[config.mk]
export PLATFORM = sky130hd
export DESIGN_NAME = conn_tuple_reader
export DESIGN_NICKNAME = d
export VERILOG_FILES = /design/src/rtl/conn_tuple_reader.sv
export SDC_FILE = /design/constraint.sdc
export NUM_CORES = 1
export LEC_CHECK = 0
export ABC_CLOCK_PERIOD_IN_PS = 2600
export CORE_UTILIZATION = 31
export CTS_BUF_LIST = sky130_fd_sc_hd__clkbuf_2 sky130_fd_sc_hd__clkbuf_4 sky130_fd_sc_hd__clkbuf_8
export DETAILED_ROUTE_END_ITERATION = 12
export PLACE_DENSITY = 0.67
export SYNTH_ARGS = -nofsm -noshare
export SYNTH_HDL_FRONTEND = slang
export SYNTH_SLANG_ARGS = --single-unit
[constraint.sdc]
create_clock -name cr_clk -period 2.6 [get_ports cr_clk]
set_input_delay 0.52 -clock cr_clk [delete_from_list [all_inputs] [get_ports cr_clk]]
set_output_delay 0.52 -clock cr_clk [all_outputs]
set_load 0.03 [all_outputs]
[src/rtl/conn_tuple_reader.sv]
// -----------------------------------------------------------------------------
// conn_tuple_reader
//
// Read side of the TOE connection table. Takes a connection ID from the TX
// path and fetches its 145-bit entry from the table RAM. It then returns the
// stored MAC/IP/port tuple to the header builder, or reports an invalid or
// out-of-range ID. While the insert/delete searcher owns the RAM, the reader
// waits and does not issue an address. Only one request is outstanding at a
// time.
//
// Entry layout (ENTRY_W = 145, fixed):
//   [144:121] mac_src  [120:97] mac_dst  [96:65] ip_src  [64:33] ip_dst
//   [32:17]   port_src [16:1]   port_dst [0]     valid
//
// Ports:
//   cr_clk, cr_rst            clock, synchronous active-high reset
//   cr_req_valid/ready        request handshake; ready is high only in IDLE
//   cr_id_in                  connection ID to look up
//   cr_tbl_busy               searcher owns the RAM this cycle
//   cr_ram_addr/rden/q        RAM read port (q arrives RD_LAT clocks after rden)
//   cr_rsp_valid/ready        response handshake
//   cr_mac_*/ip_*/port_*      returned tuple fields
//   cr_id_out                 ID of the current response
//   cr_error                  0x00 ok, 0x01 entry invalid, 0x02 ID out of range
// -----------------------------------------------------------------------------
module conn_tuple_reader #(
    parameter int DEPTH   = 128,
    parameter int RD_LAT  = 1,
    parameter int ENTRY_W = 145
) (
    input  logic               cr_clk,
    input  logic               cr_rst,
    input  logic               cr_req_valid,
    output logic               cr_req_ready,
    input  logic [7:0]         cr_id_in,
    input  logic               cr_tbl_busy,
    output logic [7:0]         cr_ram_addr,
    output logic               cr_ram_rden,
    input  logic [ENTRY_W-1:0] cr_ram_q,
    output logic               cr_rsp_valid,
    input  logic               cr_rsp_ready,
    output logic [23:0]        cr_mac_src,
    output logic [23:0]        cr_mac_dst,
    output logic [31:0]        cr_ip_src,
    output logic [31:0]        cr_ip_dst,
    output logic [15:0]        cr_port_src,
    output logic [15:0]        cr_port_dst,
    output logic [7:0]         cr_id_out,
    output logic [7:0]         cr_error
);

    typedef enum logic [1:0] {
        ST_IDLE  = 2'd0,
        ST_ISSUE = 2'd1,
        ST_WAIT  = 2'd2,
        ST_RESP  = 2'd3
    } state_t;

    localparam logic [8:0] DEPTH_LIM = 9'(DEPTH);
    // The counter runs from RD_LAT-1 down to 0 in WAIT, so the capture edge
    // lands exactly RD_LAT clocks after the rden cycle.
    localparam logic [1:0] CNT_LOAD  = 2'(RD_LAT - 1);

    localparam logic [7:0] ERR_OK      = 8'h00;
    localparam logic [7:0] ERR_INVALID = 8'h01;
    localparam logic [7:0] ERR_RANGE   = 8'h02;

    state_t         state_q;
    state_t         state_d;
    logic [7:0]     id_q;
    logic [7:0]     addr_q;
    logic [1:0]     cnt_q;
    logic [143:0]   tuple_q;
    logic [7:0]     err_q;
    logic [7:0]     id_out_q;

    logic           req_ready_s;
    logic           rsp_valid_s;
    logic           rden_s;
    logic           accept_s;
    logic           oor_s;

    // Tuple part of an entry; an invalid entry yields an all-zero tuple.
    function automatic logic [143:0] entry_tuple(input logic [ENTRY_W-1:0] entry);
        logic [143:0] t;
        if (entry[0]) begin
            t = entry[144:1];
        end else begin
            t = 144'd0;
        end
        return t;
    endfunction

    // Error code for a fetched (in-range) entry.
    function automatic logic [7:0] entry_error(input logic [ENTRY_W-1:0] entry);
        logic [7:0] e;
        if (entry[0]) begin
            e = ERR_OK;
        end else begin
            e = ERR_INVALID;
        end
        return e;
    endfunction

    assign accept_s = cr_req_valid && req_ready_s;
    assign oor_s    = ({1'b0, cr_id_in} >= DEPTH_LIM);

    // FSM state register.
    always_ff @(posedge cr_clk) begin
        if (cr_rst) begin
            state_q <= ST_IDLE;
        end else begin
            state_q <= state_d;
        end
    end

    // FSM next-state logic.
    always_comb begin
        state_d = state_q;
        case (state_q)
            ST_IDLE: begin
                if (accept_s) begin
                    if (oor_s) begin
                        state_d = ST_RESP;
                    end else begin
                        state_d = ST_ISSUE;
                    end
                end else begin
                    state_d = ST_IDLE;
                end
            end
            ST_ISSUE: begin
                if (rden_s) begin
                    state_d = ST_WAIT;
                end else begin
                    state_d = ST_ISSUE;
                end
            end
            ST_WAIT: begin
                if (cnt_q == 2'd0) begin
                    state_d = ST_RESP;
                end else begin
                    state_d = ST_WAIT;
                end
            end
            ST_RESP: begin
                if (cr_rsp_ready) begin
                    state_d = ST_IDLE;
                end else begin
                    state_d = ST_RESP;
                end
            end
            default: begin
                state_d = ST_IDLE;
            end
        endcase
    end

    // FSM outputs. The read strobe must react to busy in the same cycle, and
    // it is held off while reset is asserted so a stale ISSUE never reaches
    // the RAM.
    always_comb begin
        req_ready_s = 1'b0;
        rsp_valid_s = 1'b0;
        rden_s      = 1'b0;
        case (state_q)
            ST_IDLE: begin
                req_ready_s = 1'b1;
            end
            ST_ISSUE: begin
                if (!cr_tbl_busy && !cr_rst) begin
                    rden_s = 1'b1;
                end else begin
                    rden_s = 1'b0;
                end
            end
            ST_WAIT: begin
                rden_s = 1'b0;
            end
            ST_RESP: begin
                rsp_valid_s = 1'b1;
            end
            default: begin
                req_ready_s = 1'b0;
            end
        endcase
    end

    // Datapath: latch the ID, track the issued address, count the read
    // latency, and capture or synthesize the response.
    always_ff @(posedge cr_clk) begin
        if (cr_rst) begin
            id_q     <= 8'd0;
            addr_q   <= 8'd0;
            cnt_q    <= 2'd0;
            tuple_q  <= 144'd0;
            err_q    <= 8'd0;
            id_out_q <= 8'd0;
        end else begin
            case (state_q)
                ST_IDLE: begin
                    if (accept_s) begin
                        id_q <= cr_id_in;
                        // Out-of-range IDs skip the RAM entirely.
                        if (oor_s) begin
                            tuple_q  <= 144'd0;
                            err_q    <= ERR_RANGE;
                            id_out_q <= cr_id_in;
                        end
                    end
                end
                ST_ISSUE: begin
                    if (rden_s) begin
                        addr_q <= id_q;
                        cnt_q  <= CNT_LOAD;
                    end
                end
                ST_WAIT: begin
                    if (cnt_q == 2'd0) begin
                        tuple_q  <= entry_tuple(cr_ram_q);
                        err_q    <= entry_error(cr_ram_q);
                        id_out_q <= id_q;
                    end else begin
                        cnt_q <= cnt_q - 2'd1;
                    end
                end
                ST_RESP: begin
                    // The tuple and error hold after the handshake; only
                    // the ID is cleared.
                    if (cr_rsp_ready) begin
                        id_out_q <= 8'd0;
                    end
                end
                default: begin
                    id_q <= id_q;
                end
            endcase
        end
    end

    // The address shows the current ID on the strobe cycle and holds the
    // last issued address otherwise.
    assign cr_ram_addr  = rden_s ? id_q : addr_q;
    assign cr_ram_rden  = rden_s;
    assign cr_req_ready = req_ready_s;
    assign cr_rsp_valid = rsp_valid_s;

    assign cr_mac_src   = tuple_q[143:120];
    assign cr_mac_dst   = tuple_q[119:96];
    assign cr_ip_src    = tuple_q[95:64];
    assign cr_ip_dst    = tuple_q[63:32];
    assign cr_port_src  = tuple_q[31:16];
    assign cr_port_dst  = tuple_q[15:0];
    assign cr_id_out    = id_out_q;
    assign cr_error     = err_q;

endmodule

======== Yosys cells after proc, flatten, opt, wreduce, memory -nomap -nowiden ========
Index checks and enable logic that the tools add are counted.
storage, ports and cells
  register bits ........................... 180
  bits of input ports ..................... 158
  output and inout bits ................... 171
  logic and storage cells ................. 60
cells by class
  add/subtract/negate cells ............... 1
  magnitude comparators ................... 1
  eq/ne operators ......................... 9
  muxes and demuxes ....................... 29
  reduce and logical (&&, ||, !) cells .... 13
operators with widths
  cell                                                                count
  144-bit two-way mux                                                 4
  144-bit case mux with 2 select lines                                1
  8-bit two-way mux                                                   8
  8-bit case mux with 3 select lines                                  1
  8-bit case mux with 2 select lines                                  1
  2-bit two-way mux                                                   6
  2-bit != test, second input constant                                6
  8-bit greater-or-equal comparator, second input constant            1
  2-bit case mux with 4 select lines                                  1
  1-bit two-way mux                                                   6
  5-bit AND reduction                                                 1
  2-bit == test, second input constant                                2
  2-bit zero test                                                     2
  2-bit case mux with 2 select lines                                  1
  4-bit AND reduction                                                 1
  2-bit nonzero test                                                  2
  3-bit AND reduction                                                 1
  3-bit nonzero test                                                  1
  2-bit by 1-bit == test with 1-bit output, second input constant     1
  1-bit logical AND                                                   2
  1-bit zero test                                                     2
  2-bit AND reduction                                                 1
  2-bit by 1-bit subtractor with 2-bit output, second input constant  1

======== Logic depth before layout (Yosys ltp) ========
Gate-level depths: netlist of the first run.
  depth in word-level cells ............... 6
  mapped depth ............................ 8
  gate-level depth less buffers ........... 5

======== Least setup slack after synthesis of the first run ========
Ideal clock, no wire load.
  path type ............................... input -> output
  start ................................... in cr_rst
  end ..................................... out cr_ram_addr[0]
  arrival time ............................ 1,662 ps
  required time ........................... 2,080 ps
  slack ................................... 418 ps
  stages .................................. 3
  buffers on the path ..................... 1
  path through ............................ nor4b_1 buf_2 mux2_2
on the way
  cells in the longest elaborated chain, start to end .. 5
RTL lines
  what                   RTL line  source
  start, declared        32        input logic cr_rst,
  1-bit zero test        171       if (!cr_tbl_busy && !cr_rst) begin
  1-bit logical AND      171
  1-bit two-way mux      171
  1-bit two-way mux      166       case (state_q)
  named net cr_ram_rden  38        output logic cr_ram_rden,
  8-bit two-way mux      --
  end, declared          37        output logic [7:0] cr_ram_addr,
The timed path passes the listed nets, and every way through them passes these cells.

======== Worst setup path in the final report of the first run ========
  start ................................... in cr_tbl_busy
  end ..................................... out cr_ram_addr[6]
on the way
  cells in the longest elaborated chain, start to end .. 5
RTL lines
  what               RTL line  source
  start, declared    36        input logic cr_tbl_busy,
  1-bit zero test    171
  1-bit logical AND  171
  1-bit two-way mux  171
  1-bit two-way mux  166
  8-bit two-way mux  --
No other way between the ends.

==> flow_metrics.env, run 1 <==
export IMPL_ios=329
export IMPL_rsz0062_at_grt="no"
export IMPL_clock_sinks=174
export IMPL_intPower_mw=4.20
export IMPL_synthCells=829
export IMPL_firstDrtPassIters=5
export IMPL_critPathCaptureType="output pin"
export IMPL_cp_slowest_cell="nor4b_4"
export IMPL_ys_types=33
export IMPL_hold_viol_final=0
export IMPL_seqPwrFrac_pct=45.5
export IMPL_synth_edf_count=0
export IMPL_tightest_slew_ns=0.874
export IMPL_antenna_found_initial=1
export IMPL_crit_top_cell="buf_4"
export IMPL_power_density_nw_per_um2=545
export IMPL_cp_arrival_ns=2.03
export IMPL_vdd_drop_max_uv=276
export IMPL_final_core_util_pct=49.1
export IMPL_setup_viol=0
export IMPL_syn2layout_area_growth_pct=53.8
export IMPL_drive_above_1_share_pct=8.19
export IMPL_synth_ff_type="dfxtp_1"
export IMPL_grt_max_degree=183
export IMPL_nFillCells=2223
export IMPL_drv_slew=0
export IMPL_setup_worst_path_start_class="primary input"
export IMPL_synth_area_leaders="dfxtp_1, o211ai_1, a21oi_1, nand3_1, clkbuf_1"
export IMPL_num_rows=55
export IMPL_cts_buffers=17
export IMPL_start_util_pct=32.0
export IMPL_async_reset_ff_share_pct=0
export IMPL_die_y_microns=155
export IMPL_p_clk_share_pct=32.9
export IMPL_cts_clk_slew_worst_paths_ns=0.10
export IMPL_min_period_ns=2.55
export IMPL_path_cells="dlygate4sd2_1 -> nor4b_4 -> buf_4 -> buf_4 -> mux2_2 -> buf_4"
export IMPL_dp_slack_ns=-0.317
export IMPL_drtIter0Drc=638
export IMPL_switching_power_mw=1.92
export IMPL_p_leak_nw=3.58
export IMPL_vias=7399
export IMPL_htree_levels=4
export IMPL_slew_headroom_pct=41.7
export IMPL_hpwl_microns=15400
export IMPL_hold_path_class="reg -> reg"
export IMPL_drc=0
export IMPL_timing_final_crit_share_pct=97.9
export IMPL_grtUsageTotal_pct=20.4
export IMPL_worstPathRequired_ns=2.08
export IMPL_yosys_area_top_type="dfxtp_1"
export IMPL_status="completed"
export IMPL_grt_overflow=0
export IMPL_portBuffers=322
export IMPL_fin_skew_ns=0.0155
export IMPL_final_setup_worst_slack_ns=0.0534
export IMPL_p_total_mw=6.12
export IMPL_grt_pass1_wl_microns=39200
export IMPL_clk_path_buf_depth=2
export IMPL_hold_buffers=0
export IMPL_fmax_mhz=393
export IMPL_yosys_warnings=0
export IMPL_dieArea_sq_um=24200
export IMPL_power_frac_comb_pct=21.6
export IMPL_clock_latency_ns=0.45
export IMPL_fin_setup_tns_ns=0
export IMPL_crit_fanout=4
export IMPL_die_w_microns=155
export IMPL_slowest_delay_ns=0.37
export IMPL_synth_area_sq_um=7300
export IMPL_yosysSeqAreaShare_pct=47.7
export IMPL_root_buffer="clkbuf_8"
export IMPL_synth_top_cell_area_share_pct=47.7
export IMPL_avgViaCountPerCell=5.24
export IMPL_wire_per_inst_microns=17.9
export IMPL_crit_type="in -> out"
export IMPL_globalplace_congestion=0.741
export IMPL_cts_tree="done"
export IMPL_ys_ff_latch=174
export IMPL_grt_pass1_vias=7001
export IMPL_synth_area_per_cell_sq_um=8.81
export IMPL_postRouteAntennaNets=0
export IMPL_swShare_pct=31.4
export IMPL_coreArea_sq_um=22800
export IMPL_wl_microns=25200
export IMPL_drv_cap=0
export IMPL_finalNetCount=1245
## cell families (layout without fill, tap and decap cells)
| kind of cell | count (synthesis) | count (layout) | synth area share [%] |
|---|---|---|---|
| other | 1 | 7 | 0.0514 |
| AND/OR/NAND/NOR | 204 | 204 | 15.2 |
| multiplexers | 23 | 23 | 3.43 |
| adder cells (fa/ha/maj) | 1 | 1 | 0.171 |
| flip-flops | 174 | 174 | 47.7 |
| AO/OA/AOI/OAI | 309 | 309 | 26.6 |
| buffers and inverters | 117 | 382 | 6.84 |
## through the flow
stage / instance area, sq um / cells / hold WS [ns]
4_1_cts: 11200 / 1412 / 0.469
3_5_place_dp: 10800 / 1378 / 0.455
3_3_place_gp: 10800 / 1378 / 0.448
2_1_floorplan: 7320 / 834 / 0.460
6_report: 11200 / 1413 / 0.465
5_1_grt: 11200 / 1413 / 0.483
## area by class of cell
type                    instances  area (sq um)  share of cell area, %
well taps                     313           392                   3.49
clock buffers                  20           256                   2.28
repair buffers                346          3540                   31.6
inverters                       4          15.0                  0.134
clock inverters                12           156                   1.39
multi-input cells             543          3380                   30.1
diodes                          1          2.50                 0.0223
flip-flops and latches        174          3480                   31.0
## timing repair
item,CTS,global route
setup endpoints to repair,8,2
setup buffers,1,0
pin swaps,1,1
gates cloned,1,0
hold endpoints to repair,0,0
resized for setup,24,0
## layout by cell type (no fill, tap or decap), drive strengths merged, types with 3 or more instances in the layout
cell type / Yosys / routed
inv: 4 / 8
mux2i: 7 / 7
o211ai: 144 / 144
a21oi: 156 / 156
clkbuf: 65 / 20
conb: 1 / 6
clkdlybuf4s50: 0 / 310
dfxtp: 174 / 174
mux2: 16 / 16
nand3: 144 / 144
clkinv: 0 / 5
o21ai: 3 / 3
and3b: 3 / 3
nor2b: 17 / 17
nand3b: 11 / 11
buf: 48 / 28
clkdlybuf4s15: 0 / 6
nor2: 9 / 9
nand2b: 10 / 10
## flip-flops by register name (all words and copies together) (netlist names)
name / count
addr_q: 8
cnt_q: 2
cr_error: 2
cr_id_out: 8
id_q: 8
state_q: 2
tuple_q: 144
## per-layer routing
layer | vias up | part of all wire (%) | track usage (%)
li1 | 3559 | - | -
met1 | 3518 | 43 | 26.0
met2 | 298 | 47 | 32.7
met3 | 24 | 8.9 | 6.69
met4 | 0 | 1.4 | 5.88
met5 | - | 0 | 0
## power groups by stage
stage                     Combinational [mW]  Sequential (mW)  Clock (mW)
after floorplan                        0.594             2.96           0
after global placement                  1.32             2.84           0
after detailed placement                1.32             2.85           0
after CTS                               1.33             2.79        2.09
after global routing                    1.41             2.80        2.18
final                                   1.32             2.79        2.01
## cell usage after synthesis, types with 2 or more instances
master,n
nand3_1,144
mux2i_1,7
dfxtp_1,174
o211ai_1,144
o21ai_0,3
and3b_1,3
buf_2,27
inv_1,4
clkbuf_1,65
nand2b_1,10
mux2_2,16
nand3b_1,11
a21oi_1,156
nor2_1,9
nand2_1,2
buf_4,7
buf_1,14
nor2b_1,17
a211oi_1,2
## worst paths after layout
kind	startpoint	endpoint	slack (ns)	depth (start not counted)
setup / recovery	cr_tbl_busy	cr_ram_addr[6]	0.05	6
hold / removal	tuple_q[12]	tuple_q[12]	0.46	2
setup reg to reg	state_q[1]	tuple_q[2]	0.52	5
hold reg to reg	tuple_q[12]	tuple_q[12]	0.46	2
## critical path, delay by kind of cell
kind	cells	cell delay [ns]
simple gates	1	0.37
buf+inv	4	0.79
mux	1	0.34
No activity file was read; power rests on OpenSTA's default activity.
==> run 2: changes to the inputs <==
--- a/config.mk
+++ b/config.mk
@@ -5,11 +5,12 @@
 export SDC_FILE = /design/constraint.sdc
 export NUM_CORES = 1
 export LEC_CHECK = 0
-export ABC_CLOCK_PERIOD_IN_PS = 2600
+export ABC_CLOCK_PERIOD_IN_PS = 2300
+export CAP_MARGIN = 20
 export CORE_UTILIZATION = 31
 export CTS_BUF_LIST = sky130_fd_sc_hd__clkbuf_2 sky130_fd_sc_hd__clkbuf_4 sky130_fd_sc_hd__clkbuf_8
 export DETAILED_ROUTE_END_ITERATION = 12
-export PLACE_DENSITY = 0.67
+export PLACE_DENSITY = 0.69
 export SYNTH_ARGS = -nofsm -noshare
 export SYNTH_HDL_FRONTEND = slang
 export SYNTH_SLANG_ARGS = --single-unit
==> constraint.sdc (replaced) <==
create_clock -name cr_clk -period 2.3 [get_ports cr_clk]
set_input_delay 0.46 -clock cr_clk [delete_from_list [all_inputs] [get_ports cr_clk]]
set_output_delay 0.46 -clock cr_clk [all_outputs]
set_load 0.03 [all_outputs]
==> run 2 against run 1 <==
Global-route usage is 0.67 points lower. Utilization is 0.13 points higher. Cell count is 0.14% higher. Clock skew is 0.0036 ns higher. Highest routed layer unchanged.
==> flow_metrics.env, run 2 (synthesized netlist as in run 1, its figures left out) <==
export IMPL_rsz0062_at_grt="no"
export IMPL_setup_worst_path_start_class="flop"
export IMPL_switching_power_mw=2.21
export IMPL_drive_above_1_share_pct=8.62
export IMPL_die_y_microns=155
export IMPL_clock_latency_ns=0.45
export IMPL_wl_microns=24600
export IMPL_hpwl_microns=15400
export IMPL_largest_reg_flops=144
export IMPL_slowest_delay_ns=0.35
export IMPL_tightest_slew_ns=1.03
export IMPL_fin_skew_ns=0.0190
export IMPL_grt_overflow=0
export IMPL_hold_path_class="reg -> reg"
export IMPL_cts_clk_slew_worst_paths_ns=0.11
export IMPL_drv_slew=0
export IMPL_crit_fanout=6
export IMPL_r2r_setup_slack_ns=0.41
export IMPL_postRouteAntennaNets=0
export IMPL_num_rows=55
export IMPL_intPower_mw=4.62
export IMPL_fin_area_sq_um=11300
export IMPL_globalplace_congestion=0.743
export IMPL_start_util_pct=32.0
export IMPL_crit_type="reg -> out"
export IMPL_vdd_drop_max_uv=450
export IMPL_cp_slowest_cell="dfxtp_2"
export IMPL_reg2reg_depth=5
export IMPL_worstHoldPathCells=2
export IMPL_die_w_microns=155
export IMPL_crit_top_cell="buf_6"
export IMPL_dieArea_sq_um=24200
export IMPL_reg2reg_to="cr_id_out[0]"
export IMPL_status="completed"
export IMPL_finalNetCount=1248
export IMPL_power_density_nw_per_um2=606
export IMPL_grt_pass1_wl_microns=38400
export IMPL_grt_max_degree=95
export IMPL_placed_area_sq_um=10800
export IMPL_layout_common_cells="clkdlybuf4s50_1, dfxtp_1, a21oi_1"
export IMPL_swShare_pct=32.4
export IMPL_diodes=0
export IMPL_hold_start="tuple_q[142]"
export IMPL_htree_levels=4
export IMPL_path_cells="nor4b_4 -> buf_6 -> mux2_2 -> buf_6"
export IMPL_fmax_mhz=458
export IMPL_crit_buf_inv=2
export IMPL_drv_cap=0
export IMPL_hold_viol_final=0
export IMPL_cts_tree="done"
export IMPL_clock_sinks=174
export IMPL_avgViaCountPerCell=5.27
export IMPL_power_frac_comb_pct=22.1
export IMPL_grt_pass1_vias=6994
export IMPL_worst_hold_path_endpoint="tuple_q[142]"
export IMPL_layout_commonest_cell="clkdlybuf4s50_1"
export IMPL_grtUsageTotal_pct=19.7
export IMPL_p_leak_nw=3.60
export IMPL_cp_arrival_ns=1.73
export IMPL_clk_path_buf_depth=2
export IMPL_drc=0
export IMPL_ios=329
export IMPL_syn2layout_area_growth_pct=54.2
export IMPL_slew_headroom_pct=31.5
export IMPL_holdWs_ns=0.466
export IMPL_root_buffer="clkbuf_8"
export IMPL_min_period_ns=2.19
export IMPL_firstDrtPassIters=5
export IMPL_crit_family="flip-flops"
export IMPL_p_clk_share_pct=31.7
export IMPL_setup_viol=0
export IMPL_timing_final_crit_share_pct=95.0
export IMPL_p_total_mw=6.83
export IMPL_fin_setup_tns_ns=0
export IMPL_drtIter0Drc=680
export IMPL_r2r_start="state_q[1]"
export IMPL_cts_buffers=17
export IMPL_coreArea_sq_um=22800
export IMPL_top_register="tuple_q"
export IMPL_antenna_found_initial=0
export IMPL_vias=7457
export IMPL_wire_per_inst_microns=17.4
export IMPL_portBuffers=322
export IMPL_critPathCaptureType="output pin"
export IMPL_seqPwrFrac_pct=46.2
export IMPL_worstPathRequired_ns=1.84
-- run 2: repair_timing --
| action | 4_1_cts | 5_1_grt |
|---|---|---|
| pin swaps | 1 | 1 |
| endpoints found under the setup margin | 9 | 8 |
| gates resized for setup | 66 | 2 |
| gates cloned | 1 | 0 |
| hold buffers | 0 | 0 |
| buffers inserted | 2 | 1 |
| hold endpoints to repair | 0 | 0 |
-- run 2: per-stage QoR --
step	setup WS, ns	cells	utilization, %
4_1_cts	-0.0965	1416	49.3
3_5_place_dp	-0.474	1381	47.3
6_report	0.115	1415	49.3
3_3_place_gp	-0.471	1381	47.3
5_1_grt	0.0179	1415	49.3
2_1_floorplan	0.238	834	-
-- run 2: per-layer routing --
metal	part of all wire, %	routed length, microns	global-route usage, %
met5	0	0	0
met3	9.7	2390	7.05
met1	42	10400	25.3
met2	46	11400	30.9
met4	1.7	410	5.84
-- run 2: worst max-delay path by stage --
stage	start	to	slack [ns]	depth (start not counted)
after floorplan	cr_rst	cr_ram_addr[0]	0.24	3
after global routing	state_q[1]	cr_ram_addr[0]	0.02	4
final	state_q[1]	cr_ram_addr[1]	0.11	4
after global placement	cr_tbl_busy	cr_ram_addr[0]	-0.47	5
after CTS	state_q[1]	cr_ram_addr[5]	-0.1	5
after detailed placement	cr_tbl_busy	cr_ram_addr[3]	-0.47	5
-- run 2: power groups by stage --
stage	combinational (mW)	clock, mW	sequential, mW
floorplan	0.671	0	3.35
global placement	1.50	0	3.22
detailed placement	1.50	0	3.22
CTS	1.52	2.25	3.15
global route	1.61	2.37	3.16
finish	1.51	2.17	3.15
-- run 2: cell type report --
class | instances | area [sq um]
fill | 2201 | 11600
timing repair buffer | 349 | 3580
sequential | 174 | 3480
multi-input combinational | 543 | 3390
tap | 313 | 392
clock buffer | 20 | 275
clock inverter | 12 | 114
inverter | 4 | 15.0
-- run 2: worst min-delay path, cell delays in order, from the launching register on --
cell and delay [ns]:
dfxtp_1 0.32, nand3_1 0.06, a21oi_1 0.05
==> run 3: changes to the inputs <==
--- a/config.mk
+++ b/config.mk
@@ -10,7 +10,7 @@
 export CORE_UTILIZATION = 31
 export CTS_BUF_LIST = sky130_fd_sc_hd__clkbuf_2 sky130_fd_sc_hd__clkbuf_4 sky130_fd_sc_hd__clkbuf_8
 export DETAILED_ROUTE_END_ITERATION = 12
-export PLACE_DENSITY = 0.69
+export PLACE_DENSITY = 0.63
 export SYNTH_ARGS = -nofsm -noshare
 export SYNTH_HDL_FRONTEND = slang
 export SYNTH_SLANG_ARGS = --single-unit
==> run 3 against run 2 <==
Global-route usage increased by 0.60 points. Sequential power about the same. Wire length increased by 1.9%. Die area unchanged. Total power decreased by 0.21%. Sequential cell count unchanged. Worst setup slack got worse by 0.067 ns. Critical path type unchanged. Critical endpoint is now cr_ram_addr[5]. Largest power group unchanged. Highest routed layer unchanged.
==> flow_metrics.env, run 3 (synthesized netlist as in run 1, its figures left out) <==
export IMPL_hold_buffers=0
export IMPL_final_setup_worst_slack_ns=0.0477
export IMPL_start_util_pct=32.0
export IMPL_multiInputGateArea_sq_um=3400
export IMPL_globalplace_congestion=0.750
export IMPL_tightest_slew_ns=1.07
export IMPL_cts_buffers=17
export IMPL_avgViaCountPerCell=5.18
export IMPL_die_w_microns=155
export IMPL_setup_viol=0
export IMPL_grtUsageTotal_pct=20.3
export IMPL_syn2layout_area_growth_pct=55.6
export IMPL_grt_pass1_wl_microns=39100
export IMPL_min_period_ns=2.25
export IMPL_die_y_microns=155
export IMPL_clock_sinks=174
export IMPL_firstDrtPassIters=4
export IMPL_postRouteAntennaNets=0
export IMPL_final_core_util_pct=49.7
export IMPL_fin_skew_ns=0.0126
export IMPL_layout_commonest_cell="clkdlybuf4s50_1"
export IMPL_timing_final_crit_share_pct=97.9
export IMPL_setup_worst_path_start_class="flop"
export IMPL_cts_tree="done"
export IMPL_hold_viol_final=0
export IMPL_portBuffers=322
export IMPL_vdd_drop_max_uv=338
export IMPL_regArea_sq_um=3480
export IMPL_drv_cap=0
export IMPL_grt_busiest_layer="met2"
export IMPL_coreArea_sq_um=22800
export IMPL_grt_pass1_vias=6972
export IMPL_cp_arrival_ns=1.79
export IMPL_slew_headroom_pct=28.9
export IMPL_p_leak_nw=3.66
export IMPL_fmax_mhz=444
export IMPL_ios=329
export IMPL_grt_overflow=0
export IMPL_hold_path_class="reg -> reg"
export IMPL_cts_clk_slew_worst_paths_ns=0.10
export IMPL_power_density_nw_per_um2=600
export IMPL_vias=7380
export IMPL_num_rows=55
export IMPL_rsz0062_at_grt="yes"
export IMPL_wl_microns=25100
export IMPL_crit_fanout=5
export IMPL_drc=0
export IMPL_clock_latency_ns=0.45
export IMPL_clk_path_buf_depth=2
export IMPL_layout_common_cells="clkdlybuf4s50_1, dfxtp_1, a21oi_1"
export IMPL_root_buffer="clkbuf_8"
export IMPL_grt_util_met1_pct=25.9
export IMPL_drv_slew=0
export IMPL_nFillCells=2202
export IMPL_finalNetCount=1258
export IMPL_htree_levels=4
export IMPL_wire_per_inst_microns=17.6
export IMPL_grtUsageMet2_pct=32.0
export IMPL_antenna_found_initial=1
export IMPL_largest_reg_flops=144
export IMPL_status="completed"
export IMPL_grt_max_degree=94
export IMPL_drive_above_1_share_pct=9.35
export IMPL_top_register="tuple_q"
export IMPL_drtIter0Drc=567
export IMPL_hpwl_microns=15800
export IMPL_critPathCaptureType="output pin"
export IMPL_crit_type="reg -> out"
export IMPL_worstPathRequired_ns=1.84
export IMPL_dieArea_sq_um=24200
export IMPL_dp_slack_ns=-0.513
export IMPL_met3_usage_pct=6.32
## run 3: metrics by stage
step	instances	hold WS (ns)	TNS, ns	power [mW]	cell area, sq um
global route	1426	0.483	-0.175	7.14	11400
global placement	1389	0.449	-3.89	4.76	10900
detailed placement	1389	0.454	-4.05	4.75	10900
CTS	1425	0.468	-0.259	6.93	11400
floorplan	834	0.460	0	4.02	7320
finish	1426	0.463	0	6.81	11400
## run 3: worst paths after layout
check | cells after the start | to | start | slack, ns
worst max-delay path | 5 | cr_ram_addr[5] | state_q[1] | 0.05
worst min-delay path | 2 | tuple_q[41] | tuple_q[41] | 0.46
worst max register to register | 6 | cr_id_out[7] | cnt_q[0] | 0.44
worst min register to register | 2 | tuple_q[41] | tuple_q[41] | 0.46
## run 3: critical path: stages (launching register included)
cell	delay, ns
dfxtp_2	0.35
nor4b_4	0.24
buf_4	0.19
buf_4	0.12
mux2_4	0.30
buf_6	0.14
## run 3: area by class of cell
type	count	share of cell area, %
Tap cell	313	3.45
Antenna cell	1	0.0220
Clock buffer	19	2.30
Sequential cell	174	30.7
Clock inverter	13	1.04
Multi-Input combinational cell	543	29.9
Timing Repair Buffer	359	32.5
Inverter	4	0.132
## run 3: per-layer routing
layer,vias to the layer above,wire length [microns],share of wire [%]
met5,-,0,0
met4,0,573,2.3
met3,33,2070,8.2
met2,261,11400,46
met1,3483,11000,44
li1,3603,-,-
## run 3: what timing repair did
action / in CTS / in global routing
pin swaps: 1 / 1
endpoints found under the setup margin: 10 / 8
buffers inserted: 4 / 0
gates resized for setup: 69 / 0
## run 3: where the power goes
part	switching (mW)	internal [mW]	total [mW]	leakage, nW
Combinational	0.891	0.649	1.54	2.07
Clock	1.27	0.854	2.12	0.192
Sequential	0.0501	3.10	3.15	1.41
